==> src/rtl/cpu_decode_pkg.sv <==
// Shared opcode, condition and ALU-op constants plus the decoded control bundle
// for the ARMv8-subset instruction decoder.
package cpu_decode_pkg;

  localparam logic [9:0]  OP_ADDI  = 10'b1001000100;
  localparam logic [10:0] OP_ADDS  = 11'b10101011000;
  localparam logic [10:0] OP_SUBS  = 11'b11101011000;
  localparam logic [10:0] OP_LDUR  = 11'b11111000010;
  localparam logic [10:0] OP_STUR  = 11'b11111000000;
  localparam logic [10:0] OP_BR    = 11'b11010110000;
  localparam logic [5:0]  OP_B     = 6'b000101;
  localparam logic [5:0]  OP_BL    = 6'b100101;
  localparam logic [7:0]  OP_CBZ   = 8'b10110100;
  localparam logic [7:0]  OP_BCOND = 8'b01010100;

  localparam logic [4:0]  COND_LT  = 5'b01011;

  localparam logic [2:0]  ALU_PASSB = 3'b000;
  localparam logic [2:0]  ALU_ADD   = 3'b010;
  localparam logic [2:0]  ALU_SUB   = 3'b011;

  typedef struct packed {
    logic       reg2loc;
    logic       alu_src;
    logic       alu_src1;
    logic       mem_to_reg;
    logic       reg_write;
    logic       mem_wri;
    logic       read_mem;
    logic       br_taken;
    logic       uncond_br;
    logic [2:0] alu_op;
    logic       en_flags;
    logic       write_rd;
    logic       br;
  } ctrl_t;

  // Unrecognised opcodes fall back to this, which behaves as a NOP.
  function automatic ctrl_t nop_ctrl();
    ctrl_t c;
    c          = '0;
    c.reg2loc  = 1'b1;
    c.write_rd = 1'b1;
    return c;
  endfunction

endpackage

==> src/rtl/cpu_decode_if.sv <==
// Bundle between the datapath (master) and the decode/PC core (slave):
// fetched instruction, flags, PC load path, control outputs and immediates.
interface cpu_decode_if #(
  parameter int PC_W = 64
);
  logic            pc_en;
  logic [PC_W-1:0] pc_next;
  logic [PC_W-1:0] pc;
  logic [31:0]     instruction;
  logic            zero;
  logic            flag_neg;
  logic            flag_ovf;

  logic            Reg2Loc;
  logic            ALUsrc;
  logic            ALUsrc1;
  logic            MemtoReg;
  logic            RegWrite;
  logic            MemWri;
  logic            Readmem;
  logic            BrTaken;
  logic            UncondBr;
  logic [2:0]      ALUOp;
  logic            enFlags;
  logic            WriteRd;
  logic            BR;

  logic [PC_W-1:0] DAddr9;
  logic [PC_W-1:0] CondAddr19;
  logic [PC_W-1:0] BrAddr26;
  logic [PC_W-1:0] Imm12;

  modport master (
    output pc_en, pc_next, instruction, zero, flag_neg, flag_ovf,
    input  pc, Reg2Loc, ALUsrc, ALUsrc1, MemtoReg, RegWrite, MemWri, Readmem,
           BrTaken, UncondBr, ALUOp, enFlags, WriteRd, BR,
           DAddr9, CondAddr19, BrAddr26, Imm12
  );

  modport slave (
    input  pc_en, pc_next, instruction, zero, flag_neg, flag_ovf,
    output pc, Reg2Loc, ALUsrc, ALUsrc1, MemtoReg, RegWrite, MemWri, Readmem,
           BrTaken, UncondBr, ALUOp, enFlags, WriteRd, BR,
           DAddr9, CondAddr19, BrAddr26, Imm12
  );
endinterface

==> src/rtl/cpu_decode_imm_extend.sv <==
// Immediate extender: pulls the four immediate fields out of the instruction
// and widens them to PC_W bits, unshifted (word scaling happens downstream).
module imm_extend #(
  parameter int PC_W = 64
) (
  input  logic [25:0]     instr_lo,
  output logic [PC_W-1:0] daddr9,
  output logic [PC_W-1:0] cond_addr19,
  output logic [PC_W-1:0] br_addr26,
  output logic [PC_W-1:0] imm12
);

  assign daddr9      = {{(PC_W-9){instr_lo[20]}},  instr_lo[20:12]};
  assign cond_addr19 = {{(PC_W-19){instr_lo[23]}}, instr_lo[23:5]};
  assign br_addr26   = {{(PC_W-26){instr_lo[25]}}, instr_lo[25:0]};
  assign imm12       = {{(PC_W-12){1'b0}},         instr_lo[21:10]};

endmodule

==> src/rtl/cpu_decode_core.sv <==
// Combinational instruction decoder and immediate extender plus the PC register.
// Define CPU_DECODE_BLT_NV_EN to make B.LT use signed less-than (N xor V).
module cpu_decode_core
  import cpu_decode_pkg::*;
#(
  parameter int              PC_W     = 64,
  parameter logic [PC_W-1:0] PC_RESET = '0
) (
  input logic       clk,
  input logic       reset,
  cpu_decode_if.slave bus
);

  logic [PC_W-1:0] pc_q;
  logic [31:0]     ins;
  logic            lt;
  ctrl_t           ctl;

  assign ins    = bus.instruction;
  assign bus.pc = pc_q;

  always_ff @(posedge clk or posedge reset) begin
    if (reset)
      pc_q <= PC_RESET;
    else if (bus.pc_en)
      pc_q <= bus.pc_next;
  end

`ifdef CPU_DECODE_BLT_NV_EN
  assign lt = bus.flag_neg ^ bus.flag_ovf;
`else
  logic unused_flag_ovf;
  assign unused_flag_ovf = bus.flag_ovf;
  assign lt = bus.flag_neg;
`endif

  // Priority chain: the first matching opcode wins, the rest decode as NOP.
  always_comb begin
    ctl = nop_ctrl();
    if (ins[31:22] == OP_ADDI) begin
      ctl.alu_src   = 1'b1;
      ctl.alu_src1  = 1'b1;
      ctl.reg_write = 1'b1;
      ctl.alu_op    = ALU_ADD;
    end else if (ins[31:21] == OP_ADDS) begin
      ctl.reg_write = 1'b1;
      ctl.alu_op    = ALU_ADD;
      ctl.en_flags  = 1'b1;
    end else if (ins[31:21] == OP_SUBS) begin
      ctl.reg_write = 1'b1;
      ctl.alu_op    = ALU_SUB;
      ctl.en_flags  = 1'b1;
    end else if (ins[31:21] == OP_LDUR) begin
      ctl.alu_src    = 1'b1;
      ctl.mem_to_reg = 1'b1;
      ctl.reg_write  = 1'b1;
      ctl.read_mem   = 1'b1;
      ctl.alu_op     = ALU_ADD;
    end else if (ins[31:21] == OP_STUR) begin
      ctl.reg2loc = 1'b0;
      ctl.alu_src = 1'b1;
      ctl.mem_wri = 1'b1;
      ctl.alu_op  = ALU_ADD;
    end else if (ins[31:21] == OP_BR) begin
      ctl.reg2loc = 1'b0;
      ctl.br      = 1'b1;
    end else if (ins[31:26] == OP_B) begin
      ctl.br_taken  = 1'b1;
      ctl.uncond_br = 1'b1;
    end else if (ins[31:26] == OP_BL) begin
      ctl.br_taken  = 1'b1;
      ctl.uncond_br = 1'b1;
      ctl.reg_write = 1'b1;
      ctl.write_rd  = 1'b0;
    end else if (ins[31:24] == OP_CBZ) begin
      ctl.reg2loc  = 1'b0;
      ctl.alu_op   = ALU_PASSB;
      ctl.br_taken = bus.zero;
    end else if (ins[31:24] == OP_BCOND) begin
      ctl.br_taken = (ins[4:0] == COND_LT) && lt;
    end
  end

  assign bus.Reg2Loc  = ctl.reg2loc;
  assign bus.ALUsrc   = ctl.alu_src;
  assign bus.ALUsrc1  = ctl.alu_src1;
  assign bus.MemtoReg = ctl.mem_to_reg;
  assign bus.RegWrite = ctl.reg_write;
  assign bus.MemWri   = ctl.mem_wri;
  assign bus.Readmem  = ctl.read_mem;
  assign bus.BrTaken  = ctl.br_taken;
  assign bus.UncondBr = ctl.uncond_br;
  assign bus.ALUOp    = ctl.alu_op;
  assign bus.enFlags  = ctl.en_flags;
  assign bus.WriteRd  = ctl.write_rd;
  assign bus.BR       = ctl.br;

  imm_extend #(.PC_W(PC_W)) u_imm_extend (
    .instr_lo    (ins[25:0]),
    .daddr9      (bus.DAddr9),
    .cond_addr19 (bus.CondAddr19),
    .br_addr26   (bus.BrAddr26),
    .imm12       (bus.Imm12)
  );

endmodule

==> src/flat_wrapper.sv <==
// flat-port wrapper written by rule: the top's interface ports become plain ports
module cpu_decode_core_flat import cpu_decode_pkg::*;
#(
  parameter int              PC_W     = 64,
  parameter logic [PC_W-1:0] PC_RESET = '0
)
  (clk, reset, bus_pc_en, bus_pc_next, bus_instruction, bus_zero, bus_flag_neg, bus_flag_ovf, bus_pc, bus_Reg2Loc, bus_ALUsrc, bus_ALUsrc1, bus_MemtoReg, bus_RegWrite, bus_MemWri, bus_Readmem, bus_BrTaken, bus_UncondBr, bus_ALUOp, bus_enFlags, bus_WriteRd, bus_BR, bus_DAddr9, bus_CondAddr19, bus_BrAddr26, bus_Imm12);
  cpu_decode_if #(.PC_W(PC_W)) bus_i ();
  input logic clk;
  input logic reset;
  input wire logic [$bits(bus_i.pc_en)-1:0] bus_pc_en;
  input wire logic [$bits(bus_i.pc_next)-1:0] bus_pc_next;
  input wire logic [$bits(bus_i.instruction)-1:0] bus_instruction;
  input wire logic [$bits(bus_i.zero)-1:0] bus_zero;
  input wire logic [$bits(bus_i.flag_neg)-1:0] bus_flag_neg;
  input wire logic [$bits(bus_i.flag_ovf)-1:0] bus_flag_ovf;
  output wire logic [$bits(bus_i.pc)-1:0] bus_pc;
  output wire logic [$bits(bus_i.Reg2Loc)-1:0] bus_Reg2Loc;
  output wire logic [$bits(bus_i.ALUsrc)-1:0] bus_ALUsrc;
  output wire logic [$bits(bus_i.ALUsrc1)-1:0] bus_ALUsrc1;
  output wire logic [$bits(bus_i.MemtoReg)-1:0] bus_MemtoReg;
  output wire logic [$bits(bus_i.RegWrite)-1:0] bus_RegWrite;
  output wire logic [$bits(bus_i.MemWri)-1:0] bus_MemWri;
  output wire logic [$bits(bus_i.Readmem)-1:0] bus_Readmem;
  output wire logic [$bits(bus_i.BrTaken)-1:0] bus_BrTaken;
  output wire logic [$bits(bus_i.UncondBr)-1:0] bus_UncondBr;
  output wire logic [$bits(bus_i.ALUOp)-1:0] bus_ALUOp;
  output wire logic [$bits(bus_i.enFlags)-1:0] bus_enFlags;
  output wire logic [$bits(bus_i.WriteRd)-1:0] bus_WriteRd;
  output wire logic [$bits(bus_i.BR)-1:0] bus_BR;
  output wire logic [$bits(bus_i.DAddr9)-1:0] bus_DAddr9;
  output wire logic [$bits(bus_i.CondAddr19)-1:0] bus_CondAddr19;
  output wire logic [$bits(bus_i.BrAddr26)-1:0] bus_BrAddr26;
  output wire logic [$bits(bus_i.Imm12)-1:0] bus_Imm12;
  assign bus_i.pc_en = bus_pc_en;
  assign bus_i.pc_next = bus_pc_next;
  assign bus_i.instruction = bus_instruction;
  assign bus_i.zero = bus_zero;
  assign bus_i.flag_neg = bus_flag_neg;
  assign bus_i.flag_ovf = bus_flag_ovf;
  assign bus_pc = bus_i.pc;
  assign bus_Reg2Loc = bus_i.Reg2Loc;
  assign bus_ALUsrc = bus_i.ALUsrc;
  assign bus_ALUsrc1 = bus_i.ALUsrc1;
  assign bus_MemtoReg = bus_i.MemtoReg;
  assign bus_RegWrite = bus_i.RegWrite;
  assign bus_MemWri = bus_i.MemWri;
  assign bus_Readmem = bus_i.Readmem;
  assign bus_BrTaken = bus_i.BrTaken;
  assign bus_UncondBr = bus_i.UncondBr;
  assign bus_ALUOp = bus_i.ALUOp;
  assign bus_enFlags = bus_i.enFlags;
  assign bus_WriteRd = bus_i.WriteRd;
  assign bus_BR = bus_i.BR;
  assign bus_DAddr9 = bus_i.DAddr9;
  assign bus_CondAddr19 = bus_i.CondAddr19;
  assign bus_BrAddr26 = bus_i.BrAddr26;
  assign bus_Imm12 = bus_i.Imm12;
  cpu_decode_core #(.PC_W(PC_W), .PC_RESET(PC_RESET)) u_core (.clk(clk), .reset(reset), .bus(bus_i));
endmodule
==> config.mk <==
export PLATFORM = sky130hd
export DESIGN_NAME = cpu_decode_core_flat
export DESIGN_NICKNAME = d
export VERILOG_FILES = /design/src/rtl/cpu_decode_pkg.sv /design/src/rtl/cpu_decode_if.sv /design/src/rtl/cpu_decode_imm_extend.sv /design/src/rtl/cpu_decode_core.sv /design/src/flat_wrapper.sv
export SDC_FILE = /design/constraint.sdc
export NUM_CORES = 1
export LEC_CHECK = 0
export ABC_AREA = 1
export BUFFER_PORTS_ARGS = -buffer_cell sky130_fd_sc_hd__buf_4
export CAP_MARGIN = 20
export CORE_AREA = 2 2 170 172
export CTS_BUF_LIST = sky130_fd_sc_hd__clkbuf_8
export DETAILED_ROUTE_END_ITERATION = 7
export DIE_AREA = 0 0 172 174
export REMOVE_ABC_BUFFERS = 1
export SETUP_SLACK_MARGIN = 0.3
export SLEW_MARGIN = 20
export SYNTH_ARGS = -nofsm -noshare
export SYNTH_HDL_FRONTEND = slang
export SYNTH_SLANG_ARGS = --single-unit
==> constraint.sdc <==
create_clock -name clk -period 2.1 [get_ports clk]
set_input_delay 0.105 -clock clk [delete_from_list [all_inputs] [get_ports clk]]
set_output_delay 0.105 -clock clk [all_outputs]
set_load 0.01 [all_outputs]
==> reports/qor.yml, run 1 <==
timing:
  fin_tns_setup_ns: 0
  postLayoutSetupSlackWorst_ns: 0.737
  rsz0062_at_grt: "false"
  hold_viol: 0
  max_freq_mhz: 733
  final-max-slew-violation-count: 0
  finalSetupViolations: 0
  hold_ws_ns: 0.210
  period_minus_slack_ns: 1.36
  finalClockSkew_ns: 0
  finalCritPeriodShare: 0.649
clock_network:
  clock-sinks: 64
  cts_buffer_depth: 2
  insertion_delay_ns: 0.35
  root_buffer: "clkbuf_8"
  h-tree-depth: 3
  cts_buffers: 9
  cts_resized: 0
  cts_tree: "built"
power_and_ir_drop:
  netSwitchingFraction: 0.279
  p_total_mw: 3.77
  leakagePower_nw: 3.09
  switchingPower_mw: 1.05
  pwr-share-clk: 0.366
  comb_power_share: 0.259
  vdd.ir_drop.worst_mv: 0.368
  seqPwrFrac: 0.376
  power.internal_mw: 2.72
  p_per_area_nw_per_um2: 599
place:
  pre_cts_ws_ns: 0.684
  place.gp.congestion: 0.824
  place_area_sq_um: 5400
  dpl.hpwl_mm: 12.2
  placedCellCount: 909
  place.port_buffers: 259
detailed_routing:
  routed_wirelength_mm: 15.2
  drc_errors: 0
  num_vias: 3173
  via_per_inst: 3.20
  avgRoutedWirePerCell_um: 15.4
  drtIter0Drc: 136
  first_pass_iters: 4
  ant_nets: 0
cells_and_area:
  final_cell_mix: "buf_4 (260), dlygate4sd3_1 (65), dfrtp_1 (64)"
  fin_nets: 703
  final_common_cell: "buf_4"
  finalNonFillerCells: 991
  largest_reg_flops: 64
  syn2layout_area_growth_pct: 32.9
  fin_area_sq_um: 6300
  final_util: 0.223
  drive_gt1_frac: 0.485
grt:
  grt_max_degree: 65
  grt_pass1_wl_mm: 20.2
  grt_pass1_vias: 3003
  grt-ovfl-total: 0
  antenna_found_initial: 1
  track_usage: 0.0965
setup_path:
  endpoint_kind: "primary output"
  crit_type: "in2out"
  worst-path-buf-inv: 3
  critPathMaxStageDelay_ns: 0.31
  timing.critical_path.mode_cell: "buf_4"
  worstPathRequired_ns: 2.00
  critPathArrivalTime_ns: 1.26
  crit_path_top_delay_cell: "nor3b_1"
  crit_chain: "buf_4, inv_1, nand2_1, nor2_8, nor3b_1, buf_4"
  path_max_fanout: 48
  critPathLaunchType: "input port"
  crit_family: "simple AND/OR/NAND/NOR gates"
synth:
  syn_area_sq_um: 4740
  ys_ff_latch: 64
  avgSynthCellArea_sq_um: 9.96
  ys_types: 21
  syn-instance-count: 476
  yosysTopAreaCellShare: 0.410
  yosysSeqAreaShare: 0.338
  ys.warnings.count: 0
  yosysTopAreaCell: "buf_4"
  synthTopCellsByArea: "buf_4 (41%), dfrtp_1 (34%), mux2_1 (14%)"
floorplan:
  die_height_um: 174
  row_count: 62
  core_area_sq_um: 28200
  io_pins: 437
  die_area_sq_um: 29900
  start_util: 0.168
  die_x_um: 172
run:
  maxCapViolations: 0
outcome:
  status: "completed"
hold_path:
  hp-class: "in2out"
## logic make-up after synthesis
group	Yosys count	share of synthesized area
buffers and inverters	285	0.440
multiplexers	64	0.152
flip-flops	64	0.338
AND/OR/NAND/NOR	62	0.0692
other	1	0.000791
## per-layer routing
metal	share of wire	routed length, um	global-route usage	vias up
li1	-	-	-	1445
met2	0.51	7730	0.169	247
met1	0.32	4890	0.0895	1458
met5	0.0033	50	0.0151	-
met4	0.017	264	0.0284	2
met3	0.15	2300	0.0653	21
## power by group through the flow
stage / sequential (mW) / clock [mW] / combinational (mW)
after detailed placement: 1.44 / 0 / 0.884
after CTS: 1.42 / 1.44 / 0.984
after global placement: 1.43 / 0 / 0.874
final: 1.42 / 1.38 / 0.975
after floorplan: 1.49 / 0 / 0.192
after global routing: 1.44 / 1.48 / 1.05
## synthesized netlist by cell type
master and number:
nand3_4 1, nor2_4 3, inv_2 3, mux2_2 4
nor3b_1 1, buf_6 6, nor2_2 1, nand2_2 2
nor3_1 4, mux2_1 60, nand3_1 10, buf_4 259
nand2_1 20, nand4_1 3, conb_1 1, nor4_1 1
nand3b_1 1, inv_1 17, dfrtp_1 64, nor2_1 14
nor2_8 1
## what timing repair did
action                                  CTS  global route
hold buffers                             65             0
endpoints found under the setup margin    0             0
buffers inserted                          0             0
hold endpoints to repair                128             0
## path summary, 6_finish.rpt
check,start,endpoint,slack (ns),cells after the start
worst min-delay path,bus_instruction[12],bus_Imm12[2],0.21,0
min in group asynchronous,reset,u_core.bus.pc[62],0.40,4
worst min register to register,u_core.bus.pc[28],u_core.bus.pc[28],0.49,1
worst max register to register,u_core.bus.pc[13],u_core.bus.pc[13],1.29,1
worst max-delay path,bus_instruction[23],bus_BR,0.74,6
max in group asynchronous,reset,u_core.bus.pc[18],1.43,4
## final cells by class
cell class,count,area (sq um)
Multi-Input combinational cell,179,1250
Timing Repair Buffer,327,2640
Antenna cell,1,2.50
Tap cell,384,480
Clock inverter,6,114
Inverter,20,75.1
Fill cell,3041,21900
Sequential cell,64,1600
Clock buffer,10,138
(Power assumes the default switching activity.)
==> inputs of run 2 (changes only) <==
--- a/config.mk
+++ b/config.mk
@@ -8,10 +8,10 @@
 export ABC_AREA = 1
 export BUFFER_PORTS_ARGS = -buffer_cell sky130_fd_sc_hd__buf_4
 export CAP_MARGIN = 20
-export CORE_AREA = 2 2 170 172
+export CORE_AREA = 2 2 169 171
 export CTS_BUF_LIST = sky130_fd_sc_hd__clkbuf_8
 export DETAILED_ROUTE_END_ITERATION = 7
-export DIE_AREA = 0 0 172 174
+export DIE_AREA = 0 0 171 173
 export REMOVE_ABC_BUFFERS = 1
 export SETUP_SLACK_MARGIN = 0.3
 export SLEW_MARGIN = 20
==> constraint.sdc (replaced) <==
create_clock -name clk -period 1.1 [get_ports clk]
set_input_delay 0.055 -clock clk [delete_from_list [all_inputs] [get_ports clk]]
set_output_delay 0.055 -clock clk [all_outputs]
set_load 0.01 [all_outputs]
==> reports/qor.yml, run 2 (same netlist as run 1, synthesis figures left out) <==
detailed_routing:
  via_per_inst: 3.45  # +7.7%
  ant_nets: 0  # unchanged
  drc_errors: 0  # unchanged
  routed_wirelength_mm: 15.2  # about the same
  avgRoutedWirePerCell_um: 15.0  # -2.2%
  num_vias: 3492  # +10%
  first_pass_iters: 4  # unchanged
  drtIter0Drc: 31  # -77%
setup_path:
  crit_chain: "buf_6"
  r2r_start: "u_core.bus.pc[47]"
  crit_path_top_delay_cell: "dfrtp_1"
  endpoint_kind: "primary output"
  endpoint: "bus_pc[58]"
  worstSetupStartpoint: "u_core.bus.pc[58]"
  critPathMaxStageDelay_ns: 0.43  # +0.12 ns
  r2r_end: "u_core.bus.pc[47]"
  path_max_fanout: 2  # -96%
  critPathLaunchType: "register"
  crit_type: "reg2out"
  worstPathRequired_ns: 1.04  # -0.96 ns
  worst-path-buf-inv: 1  # -2
  cp.depth: 1  # -5
  crit_family: "flip-flops"
  rrSetupSlack_ns: 0.18  # -1.11 ns
  worstRegToRegCells: 2  # +1
  critPathArrivalTime_ns: 0.92  # -0.34 ns
floorplan:
  row_count: 61  # -1.6%
  die_area_sq_um: 29600  # -1.2%
  core_area_sq_um: 27600  # -2.2%
  start_util: 0.172  # +0.00370
  die_x_um: 171  # -0.58%
  io_pins: 437  # unchanged
  die_height_um: 173  # -0.57%
clock_network:
  clock-sinks: 64  # unchanged
  insertion_delay_ns: 0.34  # about the same
  h-tree-depth: 3  # unchanged
  cts_buffer_depth: 2  # unchanged
  cts.clk_slew.worst_paths_ns: 0.08
  cts_buffers: 9  # unchanged
  root_buffer: "clkbuf_8"
  cts_tree: "built"
cells_and_area:
  final_cell_mix: "buf_4 (188), buf_6 (90), dfrtp_1 (64)"
  n_antenna_cell: 0  # -1
  final_common_cell: "buf_4"
  drive_gt1_frac: 0.660  # +0.175
  fin_nets: 732  # +4.1%
  largest_reg_flops: 64  # unchanged
  syn2layout_area_growth_pct: 56.2
  finalNonFillerCells: 1013  # +2.2%
grt:
  grt_pass1_wl_mm: 20.8  # +2.7%
  grt-ovfl-total: 0  # unchanged
  antenna_found_initial: 0  # -1
  track_usage: 0.0929  # -0.00362
  grt_pass1_vias: 3578  # +19%
  grt_max_degree: 60  # -7.7%
timing:
  finalClockSkew_ns: 0  # unchanged
  finalSetupViolations: 0  # unchanged
  period_minus_slack_ns: 0.973
  hold_ws_ns: 0.110  # -0.0999 ns
  rsz0062_at_grt: "true"
  fin_tns_setup_ns: 0  # unchanged
  finalCritPeriodShare: 0.884
  final-max-slew-violation-count: 0  # unchanged
  max_freq_mhz: 1030
  hold_viol: 0  # unchanged
  postLayoutSetupSlackWorst_ns: 0.127  # -0.609 ns
place:
  dpl.hpwl_mm: 11.1  # -9.1%
  place.port_buffers: 259  # unchanged
  pre_cts_ws_ns: -0.197  # -0.880 ns
  place.gp.congestion: 0.868  # +5.3%
  placedCellCount: 909  # unchanged
power_and_ir_drop:
  p_total_mw: 7.44  # +97%
  p_per_area_nw_per_um2: 1000  # +68%
  leakagePower_nw: 3.69  # +19%
  vdd.ir_drop.worst_mv: 0.841  # +130%
run:
  maxCapViolations: 0  # unchanged
hold_path:
  hp-class: "in2out"
outcome:
  status: "completed"
==> run 2: where the power goes <==
| group | switching, mW | internal, mW |
|---|---|---|
| logic | 0.972 | 1.51 |
| registers | 0.198 | 2.59 |
| clock network | 1.05 | 1.12 |
| total | 2.22 | 5.22 |
==> run 2: metrics by stage <==
stage	cell area, sq um	util
finish	7410	0.268
global route	7410	0.268
CTS	6980	0.253
detailed placement	5470	0.198
global placement	5470	0.198
floorplan	2920	-
==> run 2: how the worst min path moves through the flow <==
stage / slack [ns] / endpoint / cells after the start / start
6_report: 0.11 / bus_BrAddr26[10] / 0 / bus_instruction[10]
5_1_grt: 0.11 / bus_CondAddr19[0] / 0 / bus_instruction[5]
4_1_cts: 0.11 / bus_BrAddr26[10] / 0 / bus_instruction[10]
3_5_place_dp: 0.005 / u_core.bus.pc[31] / 2 / reset
3_3_place_gp: 0.01 / u_core.bus.pc[28] / 2 / reset
2_1_floorplan: 0.11 / bus_BrAddr26[0] / 0 / bus_instruction[0]
==> run 2: final cells by class <==
| cell class | instances | area [sq um] |
|---|---|---|
| Fill cell | 2825 | 20200 |
| Timing Repair Buffer | 356 | 3350 |
| Multi-Input combinational cell | 179 | 1660 |
| Sequential cell | 64 | 1600 |
| Tap cell | 378 | 473 |
| Clock buffer | 10 | 138 |
| Inverter | 20 | 123 |
| Clock inverter | 6 | 67.6 |
==> run 2: timing repair <==
| action | CTS | global route |
|---|---|---|
| pin swaps | 22 | 25 |
| endpoints found under the hold margin | 128 | 0 |
| cloned | 1 | 1 |
| hold buffers | 65 | 0 |
| endpoints found under the setup margin | 121 | 134 |
| buffers inserted | 11 | 10 |
| resized for setup | 148 | 88 |
==> run 2: per-layer routing <==
layer	share of wire	wire length [um]	global-route usage	vias to the layer above
li1	-	-	-	1503
met1	0.30	4500	0.0759	1642
met2	0.52	7890	0.172	324
met3	0.17	2520	0.0645	21
met4	0.018	267	0.0268	2
met5	0.0037	57	0.0234	-
==> run 2: worst register-to-register path: stages, from the launching register on <==
cell,delay (ns)
dfrtp_1,0.41
buf_4,0.14
mux2_4,0.26
==> inputs of run 3 (changes only) <==
--- a/config.mk
+++ b/config.mk
@@ -6,7 +6,7 @@
 export NUM_CORES = 1
 export LEC_CHECK = 0
 export ABC_AREA = 1
-export BUFFER_PORTS_ARGS = -buffer_cell sky130_fd_sc_hd__buf_4
+export BUFFER_PORTS_ARGS = -buffer_cell sky130_fd_sc_hd__buf_2
 export CAP_MARGIN = 20
 export CORE_AREA = 2 2 169 171
 export CTS_BUF_LIST = sky130_fd_sc_hd__clkbuf_8
==> reports/qor.yml, run 3 (same netlist as run 1, synthesis figures left out) <==
outcome:
  status: "completed"
floorplan:
  start_util: 0.172  # unchanged
  io_pins: 437  # unchanged
  core_area_sq_um: 27600  # unchanged
  die_height_um: 173  # unchanged
  row_count: 61  # unchanged
  die_x_um: 171  # unchanged
  die_area_sq_um: 29600  # unchanged
cells_and_area:
  syn2layout_area_growth_pct: 37.1
  fin_area_sq_um: 6500  # -12%
  n_antenna_cell: 0  # unchanged
  drive_gt1_frac: 0.616  # -0.0442
  fillers: 2909  # +3.0%
  fin_nets: 724  # -1.1%
  finalNonFillerCells: 1005  # -0.79%
  largest_reg_flops: 64  # unchanged
  final_common_cell: "buf_2"
  final_cell_mix: "buf_2 (221), dlygate4sd3_1 (65), dfrtp_1 (64)"
setup_path:
  r2r_start: "u_core.bus.pc[42]"
  r2r_end: "u_core.bus.pc[42]"
  critPathLaunchType: "register"
  crit_type: "reg2out"
  crit_chain: "buf_2"
  worst-path-buf-inv: 1  # unchanged
  rrSetupSlack_ns: 0.15  # -0.03 ns
  worstRegToRegCells: 2  # unchanged
  endpoint_kind: "primary output"
  crit_family: "flip-flops"
  cp.depth: 1  # unchanged
  path_max_fanout: 2  # unchanged
  critPathMaxStageDelay_ns: 0.42  # about the same
  crit_path_top_delay_cell: "dfrtp_1"
  critPathArrivalTime_ns: 0.93  # about the same
  worstPathRequired_ns: 1.04  # about the same
power_and_ir_drop:
  power.internal_mw: 5.23  # +0.25%
  pwr-share-clk: 0.356  # +0.065
  switchingPower_mw: 2.10  # -5.5%
  seqPwrFrac: 0.374  # about the same
  p_per_area_nw_per_um2: 1130  # +12%
  leakagePower_nw: 3.27  # -11%
  netSwitchingFraction: 0.286  # -0.0123
  vdd.ir_drop.worst_mv: 0.803  # -4.4%
  comb_power_share: 0.270  # -0.064
  p_total_mw: 7.33  # -1.5%
timing:
  rsz0062_at_grt: "true"
  finalCritPeriodShare: 0.892  # +0.00764
  final-max-slew-violation-count: 0  # unchanged
  max_freq_mhz: 1020  # -0.86%
  postLayoutSetupSlackWorst_ns: 0.119  # -0.00840 ns
  finalClockSkew_ns: 0  # unchanged
  hold_ws_ns: 0.110  # unchanged
  hold_viol: 0  # unchanged
  finalSetupViolations: 0  # unchanged
  period_minus_slack_ns: 0.981  # +0.00840 ns
detailed_routing:
  via_per_inst: 3.43  # -0.47%
  avgRoutedWirePerCell_um: 14.3  # -4.9%
  first_pass_iters: 6  # +2
  routed_wirelength_mm: 14.4  # -5.6%
  drc_errors: 0  # unchanged
  ant_nets: 0  # unchanged
  drtIter0Drc: 48  # +55%
  num_vias: 3448  # -1.3%
run:
  maxCapViolations: 0  # unchanged
clock_network:
  cts_tree: "built"
  cts_buffer_depth: 2  # unchanged
  h-tree-depth: 3  # unchanged
  clock-sinks: 64  # unchanged
  cts_buffers: 9  # unchanged
  insertion_delay_ns: 0.34  # about the same
  root_buffer: "clkbuf_8"
  cts.clk_slew.worst_paths_ns: 0.09  # about the same
place:
  pre_cts_ws_ns: -0.0782  # +0.118 ns
  place_area_sq_um: 4860  # -11%
  place.port_buffers: 259  # unchanged
  dpl.hpwl_mm: 10.5  # -5.5%
  place.gp.congestion: 0.780  # -10%
  placedCellCount: 912  # +0.33%
grt:
  grt_use_met2: 0.167  # -0.00538
  grt-busiest-layer: "met2"
  met3_usage: 0.0561  # -0.00847
  track_usage: 0.0893  # -0.00362
  grt_pass1_wl_mm: 19.7  # -5.2%
  grt_pass1_vias: 3325  # -7.1%
  antenna_found_initial: 0  # unchanged
  use_met1: 0.0776  # +0.00174
  grt-ovfl-total: 0  # unchanged
  grt_max_degree: 60  # unchanged
hold_path:
  min_path_cells: 0  # unchanged
  hp-start: "bus_instruction[10]"
  hp-class: "in2out"
  hold-path-endpoint: "bus_BrAddr26[10]"
[run 3: changes by cell type in the layout (fill, tap and decap cells not counted), moves of 3 or more]
cell / delta
buf_2: +221
mux2_4: -27
buf_6: -54
inv_4: +3
buf_4: -176
mux2_1: +27
inv_2: +3
inv_8: -3
[run 3: worst reg2reg max path: cells and delay by family (launching register included)]
family | cells | cell delay, ns
DFF | 1 | 0.44
muxes | 1 | 0.27
buffers and inverters | 1 | 0.14
[run 3: cell type report]
| type | instances | area [sq um] | share of cell area |
|---|---|---|---|
| Inverter | 20 | 103 | 0.0158 |
| Timing Repair Buffer | 348 | 2540 | 0.390 |
| Sequential cell | 64 | 1600 | 0.246 |
| Tap cell | 378 | 473 | 0.0728 |
| Clock inverter | 6 | 115 | 0.0177 |
| Clock buffer | 10 | 138 | 0.0212 |
| Multi-Input combinational cell | 179 | 1530 | 0.236 |
[run 3: how the worst max path moves through the flow]
stage	start	to	slack (ns)
3_5_place_dp	bus_instruction[23]	bus_Reg2Loc	-0.08
3_3_place_gp	bus_instruction[23]	bus_BR	-0.10
6_report	u_core.bus.pc[58]	bus_pc[58]	0.12
5_1_grt	u_core.bus.pc[58]	bus_pc[58]	0.08
2_1_floorplan	reset	u_core.bus.pc[0]	-0.55
4_1_cts	u_core.bus.pc[58]	bus_pc[58]	0.1
[run 3: repair_timing]
action,4_1_cts,5_1_grt
hold endpoints to repair,128,0
resized for setup,63,89
endpoints found under the setup margin,121,145
hold buffers,65,0
buffers inserted,6,3
gates cloned,3,0
pin swaps,19,18
[run 3: stage by stage]
stage,util,TNS [ns]
2_1_floorplan,-,-35.40
3_3_place_gp,0.176,-0.369
3_5_place_dp,0.176,-0.352
4_1_cts,0.221,0
5_1_grt,0.235,0
6_report,0.235,0
[run 3: metal layers]
layer	routed length, um	vias to the layer above
met5	89	-
met4	207	2
met1	4540	1634
met2	7550	309
met3	1980	17
li1	-	1486
[run 3: power groups by stage]
stage	registers [mW]	logic [mW]	clock network, mW
6_report	2.74	1.98	2.61
5_1_grt	2.77	2.15	2.78
4_1_cts	2.71	1.76	2.67
3_5_place_dp	2.75	1.42	0
3_3_place_gp	2.74	1.41	0
2_1_floorplan	2.85	0.367	0
